<file path="config.mk">
export PLATFORM = sky130hd
export DESIGN_NAME = fft_io_ctrl
export DESIGN_NICKNAME = d
export VERILOG_FILES = /design/src/rtl/fft_io_pkg.sv /design/src/rtl/fft_io_skid.sv /design/src/rtl/fft_io_ctrl.sv
export SDC_FILE = /design/constraint.sdc
export NUM_CORES = 1
export LEC_CHECK = 0
export CAP_MARGIN = 20
export CORE_MARGIN = 10
export CORE_UTILIZATION = 40
export DETAILED_ROUTE_END_ITERATION = 7
export PLACE_DENSITY = 0.85
export SYNTH_ARGS = -nofsm -noshare
export SYNTH_HDL_FRONTEND = slang
export SYNTH_HIERARCHICAL = 1
export SYNTH_SLANG_ARGS = --single-unit
</file>
<file path="constraint.sdc">
create_clock -name clk -period 9.4 [get_ports clk]
set_clock_uncertainty 0.15 [all_clocks]
set_input_delay 2.35 -clock clk [delete_from_list [all_inputs] [get_ports clk]]
set_output_delay 2.35 -clock clk [all_outputs]
set_load 0.1 [all_outputs]
</file>
<file path="src/rtl/fft_io_pkg.sv">
// ============================================================================
// Module   : fft_io_pkg
// Brief    : Shared state encoding and address/slice helpers for fft_io_ctrl.
// Revision : 1.0
// ============================================================================
`default_nettype none

package fft_io_pkg;

    typedef enum logic [2:0] {
        ST_IDLE   = 3'd0,
        ST_LOAD   = 3'd1,
        ST_RUN    = 3'd2,
        ST_UNLOAD = 3'd3,
        ST_DRAIN  = 3'd4
    } state_t;

    localparam int c_max_addr_w = 16;

    // Reverses the low 'width' bits of val; bits above width come back zero.
    function automatic logic [c_max_addr_w-1:0] bit_rev(input logic [c_max_addr_w-1:0] val,
                                                        input int width);
        logic [c_max_addr_w-1:0] res;
        res = '0;
        for (int i = 0; i < c_max_addr_w; i++) begin
            if (i < width) begin
                res[width-1-i] = val[i];
            end
        end
        return res;
    endfunction

    function automatic int lane_off(input int lane, input int word_size);
        return lane * 2 * word_size;
    endfunction

endpackage

`default_nettype wire

</file>
<file path="src/rtl/fft_io_skid.sv">
// ============================================================================
// Module   : fft_io_skid
// Brief    : Two-entry ready/valid buffer absorbing the one-cycle read latency.
// Revision : 1.0
// ============================================================================
`default_nettype none

module fft_io_skid #(
    parameter int WIDTH = 65
) (
    input  logic             clk,
    input  logic             reset,
    input  logic             in_valid,
    input  logic [WIDTH-1:0] in_data,
    output logic             out_valid,
    input  logic             out_ready,
    output logic [WIDTH-1:0] out_data,
    output logic [1:0]       level
);

    logic [WIDTH-1:0] r_slot0;
    logic [WIDTH-1:0] r_slot1;
    logic             r_head;
    logic             r_tail;
    logic [1:0]       r_count;
    logic             w_push;
    logic             w_pop;

    assign w_push    = in_valid & (r_count != 2'd2);
    assign w_pop     = out_valid & out_ready;
    assign out_valid = (r_count != 2'd0);
    assign out_data  = r_head ? r_slot1 : r_slot0;
    assign level     = r_count;

    always_ff @(posedge clk or posedge reset) begin
        if (reset) begin
            r_slot0 <= '0;
            r_slot1 <= '0;
            r_head  <= 1'b0;
            r_tail  <= 1'b0;
            r_count <= 2'd0;
        end else begin
            if (w_push) begin
                if (r_tail) r_slot1 <= in_data;
                else        r_slot0 <= in_data;
                r_tail <= ~r_tail;
            end
            if (w_pop) begin
                r_head <= ~r_head;
            end
            case ({w_push, w_pop})
                2'b10:   r_count <= r_count + 2'd1;
                2'b01:   r_count <= r_count - 2'd1;
                default: r_count <= r_count;
            endcase
        end
    end

endmodule

`default_nettype wire

</file>
<file path="src/rtl/fft_io_ctrl.sv">
// ============================================================================
// Module   : fft_io_ctrl
// Brief    : Frame load / FFT launch / result unload controller with backpressure.
// Revision : 1.0
// ============================================================================
`default_nettype none

module fft_io_ctrl
    import fft_io_pkg::*;
#(
    parameter int N         = 32,
    parameter int WORD_SIZE = 16,
    parameter int LANES     = 2,
    parameter int ADDR_W    = $clog2(N)
) (
    input  logic                           clk,
    input  logic                           reset,
    input  logic                           en,
    input  logic                           in_valid,
    output logic                           in_ready,
    input  logic [LANES*2*WORD_SIZE-1:0]   in_data,
    input  logic                           in_last,
    output logic                           out_valid,
    input  logic                           out_ready,
    output logic [LANES*2*WORD_SIZE-1:0]   out_data,
    output logic                           out_last,
    input  logic                           bitrev_out,
    output logic                           mem_wr_en,
    output logic [LANES*ADDR_W-1:0]        mem_wr_addr,
    output logic [LANES*2*WORD_SIZE-1:0]   mem_wr_data,
    output logic                           mem_rd_en,
    output logic [LANES*ADDR_W-1:0]        mem_rd_addr,
    input  logic [LANES*2*WORD_SIZE-1:0]   mem_rd_data,
    output logic                           fft_start,
    input  logic                           fft_done,
    output logic                           busy,
    output logic                           frame_err
);

    localparam int c_sample_w = 2 * WORD_SIZE;
    localparam int c_data_w   = LANES * c_sample_w;
    localparam int c_beats    = N / LANES;
    localparam int c_cnt_w    = $clog2(c_beats);
    localparam logic [c_cnt_w-1:0] c_last_beat = c_cnt_w'(c_beats - 1);

    state_t               r_state;
    logic [c_cnt_w-1:0]   r_beat_cnt;
    logic [c_cnt_w-1:0]   r_rd_cnt;
    logic                 r_bitrev;
    logic                 r_accept_ok;
    logic                 r_fft_start;
    logic                 r_frame_err;
    logic                 r_rd_pend;
    logic                 r_pend_last;

    logic                 w_in_fire;
    logic                 w_rd_fire;
    logic                 w_skid_ready;
    logic                 w_skid_pop;
    logic [1:0]           w_level;
    logic [c_data_w:0]    w_skid_out;

    assign in_ready     = r_accept_ok & en;
    assign w_in_fire    = in_valid & in_ready;
    assign w_skid_ready = out_ready & en;
    assign w_skid_pop   = out_valid & w_skid_ready;

    // Issue a read only if the beat it returns next cycle is guaranteed a slot.
    assign w_rd_fire = en & (r_state == ST_UNLOAD) &
                       (({1'b0, w_level} + {2'b00, r_rd_pend}) <= (3'd1 + {2'b00, w_skid_pop}));

    assign mem_wr_en = w_in_fire;
    assign mem_rd_en = w_rd_fire;
    assign fft_start = r_fft_start;
    assign busy      = (r_state != ST_IDLE);
    assign frame_err = r_frame_err;
    assign out_data  = w_skid_out[c_data_w-1:0];
    assign out_last  = w_skid_out[c_data_w];

    for (genvar l = 0; l < LANES; l++) begin : g_lane
        localparam int c_off = lane_off(l, WORD_SIZE);
        logic [ADDR_W-1:0] w_wr_k;
        logic [ADDR_W-1:0] w_rd_k;
        logic [ADDR_W-1:0] w_rd_a;

        assign w_wr_k = ADDR_W'(int'(r_beat_cnt) * LANES + l);
        assign w_rd_k = ADDR_W'(int'(r_rd_cnt) * LANES + l);
        assign w_rd_a = r_bitrev ? ADDR_W'(bit_rev(c_max_addr_w'(w_rd_k), ADDR_W)) : w_rd_k;

        assign mem_wr_addr[l*ADDR_W +: ADDR_W]     = w_in_fire ? w_wr_k : '0;
        assign mem_rd_addr[l*ADDR_W +: ADDR_W]     = w_rd_fire ? w_rd_a : '0;
        assign mem_wr_data[c_off +: c_sample_w]    = w_in_fire ? in_data[c_off +: c_sample_w] : '0;
    end

    fft_io_skid #(
        .WIDTH (c_data_w + 1)
    ) u_skid (
        .clk       (clk),
        .reset     (reset),
        .in_valid  (r_rd_pend),
        .in_data   ({r_pend_last, mem_rd_data}),
        .out_valid (out_valid),
        .out_ready (w_skid_ready),
        .out_data  (w_skid_out),
        .level     (w_level)
    );

    always_ff @(posedge clk or posedge reset) begin
        if (reset) begin
            r_state     <= ST_IDLE;
            r_beat_cnt  <= '0;
            r_rd_cnt    <= '0;
            r_bitrev    <= 1'b0;
            r_accept_ok <= 1'b0;
            r_fft_start <= 1'b0;
            r_frame_err <= 1'b0;
            r_rd_pend   <= 1'b0;
            r_pend_last <= 1'b0;
        end else begin
            r_fft_start <= 1'b0;
            r_rd_pend   <= w_rd_fire;
            r_pend_last <= w_rd_fire & (r_rd_cnt == c_last_beat);
            if (en) begin
                case (r_state)
                    ST_IDLE: begin
                        r_accept_ok <= 1'b1;
                        if (w_in_fire) begin
                            r_bitrev   <= bitrev_out;
                            r_beat_cnt <= c_cnt_w'(1);
                            r_state    <= ST_LOAD;
                            if (in_last) r_frame_err <= 1'b1;
                        end
                    end
                    ST_LOAD: begin
                        if (w_in_fire) begin
                            if (in_last != (r_beat_cnt == c_last_beat)) r_frame_err <= 1'b1;
                            if (r_beat_cnt == c_last_beat) begin
                                r_beat_cnt  <= '0;
                                r_accept_ok <= 1'b0;
                                r_fft_start <= 1'b1;
                                r_state     <= ST_RUN;
                            end else begin
                                r_beat_cnt <= r_beat_cnt + 1'b1;
                            end
                        end
                    end
                    ST_RUN: begin
                        if (fft_done) begin
                            r_rd_cnt <= '0;
                            r_state  <= ST_UNLOAD;
                        end
                    end
                    ST_UNLOAD: begin
                        if (w_rd_fire) begin
                            if (r_rd_cnt == c_last_beat) begin
                                r_rd_cnt <= '0;
                                r_state  <= ST_DRAIN;
                            end else begin
                                r_rd_cnt <= r_rd_cnt + 1'b1;
                            end
                        end
                    end
                    ST_DRAIN: begin
                        if ((w_level == 2'd0) && !r_rd_pend) begin
                            r_accept_ok <= 1'b1;
                            r_state     <= ST_IDLE;
                        end
                    end
                    default: r_state <= ST_IDLE;
                endcase
            end
        end
    end

endmodule

`default_nettype wire

</file>
## Yosys cells after proc, flatten, opt, wreduce, memory -nomap -nowiden

Index checks and enable logic that the tools add are counted.

| storage, ports and cells | value |
|---|---|
| register bits | 151 |
| input port bits | 136 |
| output and inout port bits | 156 |
| logic and storage cells | 109 |

| cells by class | value |
|---|---|
| add/subtract/negate cells | 8 |
| $lt $le $gt $ge | 1 |
| eq/ne operators | 19 |
| multiplexer cells | 39 |
| bitwise gates (word level) | 10 |
| reductions and logical operators | 18 |

Operator list:

| kind | count |
|---|---|
| $mux 65 | 1 |
| $mux 32 | 2 |
| $mux 5 | 6 |
| $mux 4 | 6 |
| $mux 3 | 7 |
| $ne 2x2->1 const B | 9 |
| $pmux 4 s2 | 2 |
| $pmux 3 s5 | 1 |
| $mux 1 | 11 |
| $add 5x1->5 const B | 2 |
| $add 4x1->4 const B | 2 |
| $and 1x1->1 | 8 |
| $eq 4x4->1 const B | 2 |
| $reduce_and 4->1 | 2 |
| $reduce_and 8->1 | 1 |
| $reduce_bool 2->1 | 4 |
| $eq 3x2->1 const B | 2 |
| $reduce_and 6->1 | 1 |
| $reduce_bool 3->1 | 2 |
| $reduce_and 5->1 | 1 |
| $pmux 2 s2 | 1 |
| $reduce_and 2->1 | 2 |
| $add 2x1->3 | 1 |
| $eq 3x1->1 const B | 1 |
| other kinds (17) | 18 |

## Depth between registers and ports, before layout

Gate-level depths: netlist of run 1.

| depth | value |
|---|---|
| word-level depth | 7 |
| depth in mapped cells | 9 |

## Hierarchy

Netlist of run 1, hierarchy kept.

By module, submodules not included:

| module | times used | cells each | area each (µm²) | sequential area each (µm²) |
|---|---|---|---|---|
| fft_io_skid | 1 | 364 | 6080.8 | 3353.2 |
| fft_io_ctrl | 1 | 202 | 1635.3 | 425.4 |

## Worst setup path after synthesis of run 1

Ideal clock, no wire load.

| path | value |
|---|---|
| path type | in2out |
| start point | in out_ready |
| end point | out mem_rd_addr[4] |
| arrival time | 5.947 ns |
| data required time | 6.900 ns |
| slack | 0.953 ns |
| stages on the path | 7 |
| cells stage by stage | and2_1 -> nand2_1 -> inv_1 -> fa_1 -> or3b_4 -> a211o_2 -> nor3_1 |

| between the ends | value |
|---|---|
| cells in the longest elaborated chain, start to end | 6 |

RTL lines:

| element | RTL line | text |
|---|---|---|
| start: declaration | fft_io_ctrl.sv:24 | `input logic out_ready,` |
| $and 1x1->1 | fft_io_ctrl.sv:65 | `assign w_skid_ready = out_ready & en;` |
| $and 1x1->1 | fft_io_ctrl.sv:66 | `assign w_skid_pop = out_valid & w_skid_ready;` |
| $add 1x1->2 | fft_io_ctrl.sv:70 | `(({1'b0, w_level} + {2'b00, r_rd_pend}) <= (3'd1 + {2'b00, w_skid_pop}));` |
| $le 3x2->1 | fft_io_ctrl.sv:70 |  |
| $and 1x1->1 | fft_io_ctrl.sv:69 | `assign w_rd_fire = en & (r_state == ST_UNLOAD) &` |
| $mux 5 | fft_io_ctrl.sv:91 | `assign mem_rd_addr[l*ADDR_W +: ADDR_W] = w_rd_fire ? w_rd_a : '0;` |
| end: declaration | fft_io_ctrl.sv:32 | `output logic [LANES*ADDR_W-1:0] mem_rd_addr,` |

Every way passes these cells.

## Worst setup path after layout of run 1

| path | value |
|---|---|
| start point | in en |
| end point | out mem_wr_data[30] |

| between the ends | value |
|---|---|
| cells in the longest elaborated chain, start to end | 3 |

RTL lines:

| element | RTL line | text |
|---|---|---|
| start: declaration | fft_io_ctrl.sv:18 | `input logic en,` |
| $and 1x1->1 | fft_io_ctrl.sv:63 | `assign in_ready = r_accept_ok & en;` |
| $and 1x1->1 | fft_io_ctrl.sv:64 | `assign w_in_fire = in_valid & in_ready;` |
| $mux 32 | fft_io_ctrl.sv:92 | `assign mem_wr_data[c_off +: c_sample_w] = w_in_fire ? in_data[c_off +: c_sample_w] : '0;` |
| end: declaration | fft_io_ctrl.sv:30 | `output logic [LANES*2*WORD_SIZE-1:0] mem_wr_data,` |

Every way passes these cells.

==> results of run 1 <==
-- area by class of cell --
class | instances | area share
clock buffers | 19 | 0.04045
clock inverters | 13 | 0.01196
inverters | 9 | 0.003687
multi-input cells | 363 | 0.3179
flip-flops and latches | 151 | 0.3375
well taps | 260 | 0.02905
repair buffers | 294 | 0.2594
-- metrics by stage --
| step | util | cells | setup WS (ps) |
|---|---|---|---|
| floorplan | - | 566 | 952.8 |
| global placement | 0.5635 | 1077 | 1704 |
| detailed placement | 0.5635 | 1077 | 1671 |
| CTS | 0.5947 | 1109 | 1668 |
| global route | 0.5947 | 1109 | 1518 |
| finish | 0.5947 | 1109 | 1685 |
-- kinds of logic (layout without fill, tap and decap cells) --
| kind of cell | count (synthesis) | count (layout) | synth area share |
|---|---|---|---|
| AO/OA/AOI/OAI | 26 | 26 | 0.02627 |
| other | 1 | 1 | 0.0004860 |
| AND/OR/NAND/NOR | 121 | 121 | 0.09502 |
| multiplexers | 202 | 202 | 0.3191 |
| adder cells (fa/ha/maj) | 7 | 7 | 0.01232 |
| XOR/XNOR | 6 | 6 | 0.006812 |
| buffers and inverters | 52 | 335 | 0.05027 |
| flip-flops | 151 | 151 | 0.4897 |
-- registers in the layout, summed over array words and instances, names as in the netlist, 2 cells and up --
signal          cells
u_skid/level        2
u_skid/r_slot0     65
r_state             3
u_skid/r_slot1     65
r_beat_cnt          4
r_rd_cnt            4
-- metal layers --
layer / up-vias / GRT usage / wire length [µm]
met4: 0 / 0.04844 / 329
met5: - / 0 / 0
met3: 19 / 0.07410 / 1803
met1: 2618 / 0.1777 / 8430
met2: 217 / 0.3064 / 11320
li1: 2513 / - / -
-- worst paths after layout --
path | start | endpoint | slack, ps
max reg2reg | u_skid/level[1]$_DFFE_PP0P_ | r_state[2]$_DFFE_PP0P_ | 6520
max | en | mem_wr_data[30] | 1680
min reg2reg | u_skid/r_slot0[25]$_DFFE_PP0P_ | u_skid/r_slot0[25]$_DFFE_PP0P_ | 350
max in group asynchronous | reset | u_skid/r_slot0[61]$_DFFE_PP0P_ | 5410
min | u_skid/r_slot0[25]$_DFFE_PP0P_ | u_skid/r_slot0[25]$_DFFE_PP0P_ | 350
min in group asynchronous | reset | r_state[2]$_DFFE_PP0P_ | 2290
-- layout by cell type (no fill, tap or decap), types with 6 or more instances in the layout --
master / netlist / final
and2_1: 72 / 72
buf_4: 10 / 15
clkbuf_16: 0 / 17
clkdlybuf4s50_1: 0 / 279
dfrtp_1: 151 / 150
ha_1: 6 / 6
inv_1: 8 / 7
mux2_2: 148 / 148
mux2_4: 51 / 51
nand2_1: 8 / 8
nor2_1: 13 / 13
-- worst max-delay path, cell delays in order --
cell,delay (ps)
clkdlybuf4s50_1,590
and3_2,810
and2_1,260
clkdlybuf4s50_1,1190
==> results.sh, run 1 <==
export IMPL_drt_iter0_drc=235
export IMPL_hold_worst_slack_ps=349.8
export IMPL_cp_required_ps=6900
export IMPL_antenna_found_initial=0
export IMPL_setup_viol=0
export IMPL_h_tree_depth=4
export IMPL_synth_largest_area_cell="dfrtp_1"
export IMPL_postSynthCellCount=566
export IMPL_syn_nets=709
export IMPL_fp_row_count=50
export IMPL_yosysMostFrequentCell="dfrtp_1"
export IMPL_setup_tns_ps=0
export IMPL_avgViaCountPerCell=4.839
export IMPL_vias=5367
export IMPL_drcViolationCount=0
export IMPL_die_width_um=158.9
export IMPL_multiInputGateArea_um2=3560
export IMPL_ys_top_cells_by_area="dfrtp_1, mux2_2, mux2_4"
export IMPL_detail_route_antenna_nets=0
export IMPL_totalWireLength_um=21880
export IMPL_gp_congestion=0.8606
export IMPL_worst_ep_arrival_time_ps=5220
export IMPL_grt_pass1_vias=5992
export IMPL_cts_made_buffers=17
export IMPL_syn_to_final_growth_pct=45.13
export IMPL_placed_area_um2=10610
export IMPL_ff_latch_area_um2=3780
export IMPL_synth_flop_cell="dfrtp_1"
export IMPL_grt_usage=0.1710
export IMPL_hpwlAfterDp_um=16490
export IMPL_min_path_type="reg2reg"
export IMPL_grt_overflow=0
export IMPL_first_pass_iters=5
export IMPL_synthesis_area_um2=7716
export IMPL_async_flop_share=1.000
export IMPL_synth_top_area_frac=0.4897
export IMPL_clockBufferDepth=2
export IMPL_coreArea_um2=18830
export IMPL_diodes=0
export IMPL_end_kind="output port"
export IMPL_clk_pin_slew_ps=60
export IMPL_max_freq_mhz=129.6
export IMPL_cts_tree="built"
export IMPL_yosys_register_bits=151
export IMPL_hold_violations=0
export IMPL_grt_max_degree=76
export IMPL_post_cts_resized=0
export IMPL_critical_path_startpoint_type="input port"
export IMPL_drive_above_1_share=0.3074
export IMPL_synth_seq_area_share=0.4897
export IMPL_rsz0062_at_grt="no"
export IMPL_pin_count=292
export IMPL_clock_latency_ps=410
export IMPL_fillCellCount=1466
export IMPL_cts_root_buf="clkbuf_16"
export IMPL_num_nets_final=979
export IMPL_holdBufCountCts=0
export IMPL_cap_viol_max_count=0
export IMPL_finalInstanceArea_um2=11200
export IMPL_max_slew_margin=0.2753
export IMPL_reg2reg_depth=8
export IMPL_netlist_cell_type_count=57
export IMPL_drv_slew=0
export IMPL_io_buffers=290
export IMPL_min_period_over_period=0.8208
export IMPL_status="finished, final reports clean"
export IMPL_wire_per_inst_um=19.73
export IMPL_cts_setup_buffers=0
export IMPL_ys_warnings_count=6
export IMPL_critPathMaxFanout=72
export IMPL_worstMarginPinSlew_ps=1084
export IMPL_grt_pass1_wl_um=34290
export IMPL_min_period_ps=7715
export IMPL_crit_type="in2out"
export IMPL_die_h_um=158.9
export IMPL_whs_path_depth=1
export IMPL_clock_sinks=151
export IMPL_start_util=0.4098
export IMPL_synth_edff_count=0
export IMPL_yosys_top_cells_count="dfrtp_1, mux2_2, and2_1, mux2_4, nor2_1"
export IMPL_synth_avg_cell_area_um2=13.63
export IMPL_dieArea_um2=25250
Power of run 1 is left out: the tool's default activity adds up to more than one toggle a clock period on the data nets, which glitch-free logic cannot reach.
==> run 2: changes to the inputs <==
==> constraint.sdc (replaced) <==
create_clock -name clk -period 7.9 [get_ports clk]
set_clock_uncertainty 0.15 [all_clocks]
set_input_delay 1.975 -clock clk [delete_from_list [all_inputs] [get_ports clk]]
set_output_delay 1.975 -clock clk [all_outputs]
set_load 0.1 [all_outputs]
==> run 2 against run 1 <==
Effect of this change: die area unchanged; first-iteration DRC count decreased by 32%; wire length down 1.5%; global-route usage is 0.39 points lower; flip-flop and latch count stayed put; critical path depth is 6 higher; non-clock buffer count is 1 lower; final cell count is essentially flat; design area decreased by 1.6%; critical endpoint is now mem_rd_addr[0]; largest cell class unchanged.
==> results.sh, run 2 (synthesized netlist as in run 1, its figures left out) <==
export IMPL_status="finished, final reports clean"
export IMPL_hold_start="u_skid/r_slot1[38]$_DFFE_PP0P_"
export IMPL_cp_required_ps=5780
export IMPL_reg2reg_depth=8
export IMPL_holdPathEnd="u_skid/r_slot1[38]$_DFFE_PP0P_"
export IMPL_syn_to_final_growth_pct=42.83
export IMPL_hpwlAfterDp_um=16360
export IMPL_met3_usage=0.06248
export IMPL_end_kind="output port"
export IMPL_wire_per_inst_um=19.46
export IMPL_drv_slew=0
export IMPL_placed_area_um2=10420
export IMPL_grt_pass1_vias=5925
export IMPL_diodes=0
export IMPL_min_path_type="reg2reg"
export IMPL_start_util=0.4098
export IMPL_min_period_ps=6882
export IMPL_grt_pass1_wl_um=33670
export IMPL_grt_overflow=0
export IMPL_min_period_over_period=0.8712
export IMPL_first_pass_iters=4
export IMPL_critPathMaxFanout=8
export IMPL_cts_setup_buffers=0
export IMPL_coreArea_um2=18830
export IMPL_gp_congestion=0.8408
export IMPL_hold_violations=0
export IMPL_max_freq_mhz=145.3
export IMPL_pin_count=292
export IMPL_use_met2=0.3037
export IMPL_drcViolationCount=0
export IMPL_die_h_um=158.9
export IMPL_pre_cts_ws_ps=1055
export IMPL_clock_sinks=151
export IMPL_final_common_cell="clkdlybuf4s50_1"
export IMPL_h_tree_depth=4
export IMPL_critical_path_startpoint_type="input port"
export IMPL_die_width_um=158.9
export IMPL_vias=5331
export IMPL_max_slew_margin=0.3050
export IMPL_worst_ep_arrival_time_ps=4760
export IMPL_cts_tree="built"
export IMPL_detail_route_antenna_nets=0
export IMPL_rrSetupSlack_ps=5030
export IMPL_r2r_start="u_skid/level[1]$_DFFE_PP0P_"
export IMPL_rsz0062_at_grt="no"
export IMPL_grt_usage=0.1670
export IMPL_mostFrequentLayoutCells="clkdlybuf4s50_1, dfrtp_1, mux2_2"
export IMPL_totalWireLength_um=21560
export IMPL_antenna_found_initial=0
export IMPL_worstMarginPinSlew_ps=1039
export IMPL_clock_latency_ps=420
export IMPL_reg2reg_to="r_rd_cnt[1]$_DFFE_PP0P_"
export IMPL_cap_viol_max_count=0
export IMPL_drt_iter0_drc=160
export IMPL_num_nets_final=978
export IMPL_setup_tns_ps=0
export IMPL_fp_row_count=50
export IMPL_avgViaCountPerCell=4.811
export IMPL_fin_util=0.5852
export IMPL_cts_made_buffers=17
export IMPL_met1_usage=0.1794
export IMPL_grt_busiest_layer="met2"
export IMPL_clockBufferDepth=2
export IMPL_drive_above_1_share=0.3939
export IMPL_finalInstanceArea_um2=11020
export IMPL_cts_root_buf="clkbuf_16"
export IMPL_post_cts_resized=0
export IMPL_whs_path_depth=1
export IMPL_setup_viol=0
export IMPL_io_buffers=290
export IMPL_clk_pin_slew_ps=60
export IMPL_final_setup_worst_slack_ps=1018
export IMPL_grt_max_degree=75
export IMPL_top_regs="u_skid/r_slot0 x65, u_skid/r_slot1 x65"
export IMPL_holdBufCountCts=0
export IMPL_crit_type="in2out"
export IMPL_dieArea_um2=25250
run 2: cell types whose count changed in the layout (fill, tap and decap cells not counted), sizes merged:
cell,before,now
buf,15,88
clkbuf,19,17
clkdlybuf4s50,279,205
clkinv,4,3
inv,14,17
run 2: layout make-up:
type | instances | area (µm²)
flip-flops and latches | 151 | 3780
inverters | 9 | 41.29
clock inverters | 15 | 176.4
well taps | 260 | 325.3
clock buffers | 17 | 425.4
multi-input cells | 363 | 3560
fillers | 1498 | 7810
repair buffers | 293 | 2713
run 2: worst max path at each step:
stage | start | to | slack, ps
after global placement | en | mem_rd_addr[0] | 1100
after floorplan | out_ready | mem_rd_addr[4] | 200
final | en | mem_rd_addr[0] | 1020
after detailed placement | en | mem_rd_addr[0] | 1050
after CTS | en | mem_rd_addr[0] | 1040
after global routing | en | mem_rd_addr[2] | 900
run 2: critical path, cell delays in order:
cell             delay (ps)
clkdlybuf4s50_1         600
and2_1                  180
nand2_1                  80
inv_1                    90
fa_1                    450
or3b_4                  410
a211o_2                 430
clkinv_4                100
and3_1                  150
buf_4                   280
run 2: through the flow:
step | instances | hold slack, ps
after global placement | 1076 | 332.5
after global routing | 1108 | 358.3
after floorplan | 566 | 310.2
after CTS | 1108 | 356.3
after detailed placement | 1076 | 337.5
final | 1108 | 350.9
run 2: metal layers:
layer  wire length, µm  up-vias
li1                  -     2503
met1              8189     2614
met2             11510      202
met3              1606       12
met4               247        0
met5                 0        -
Power of run 2 is left out for the same reason.
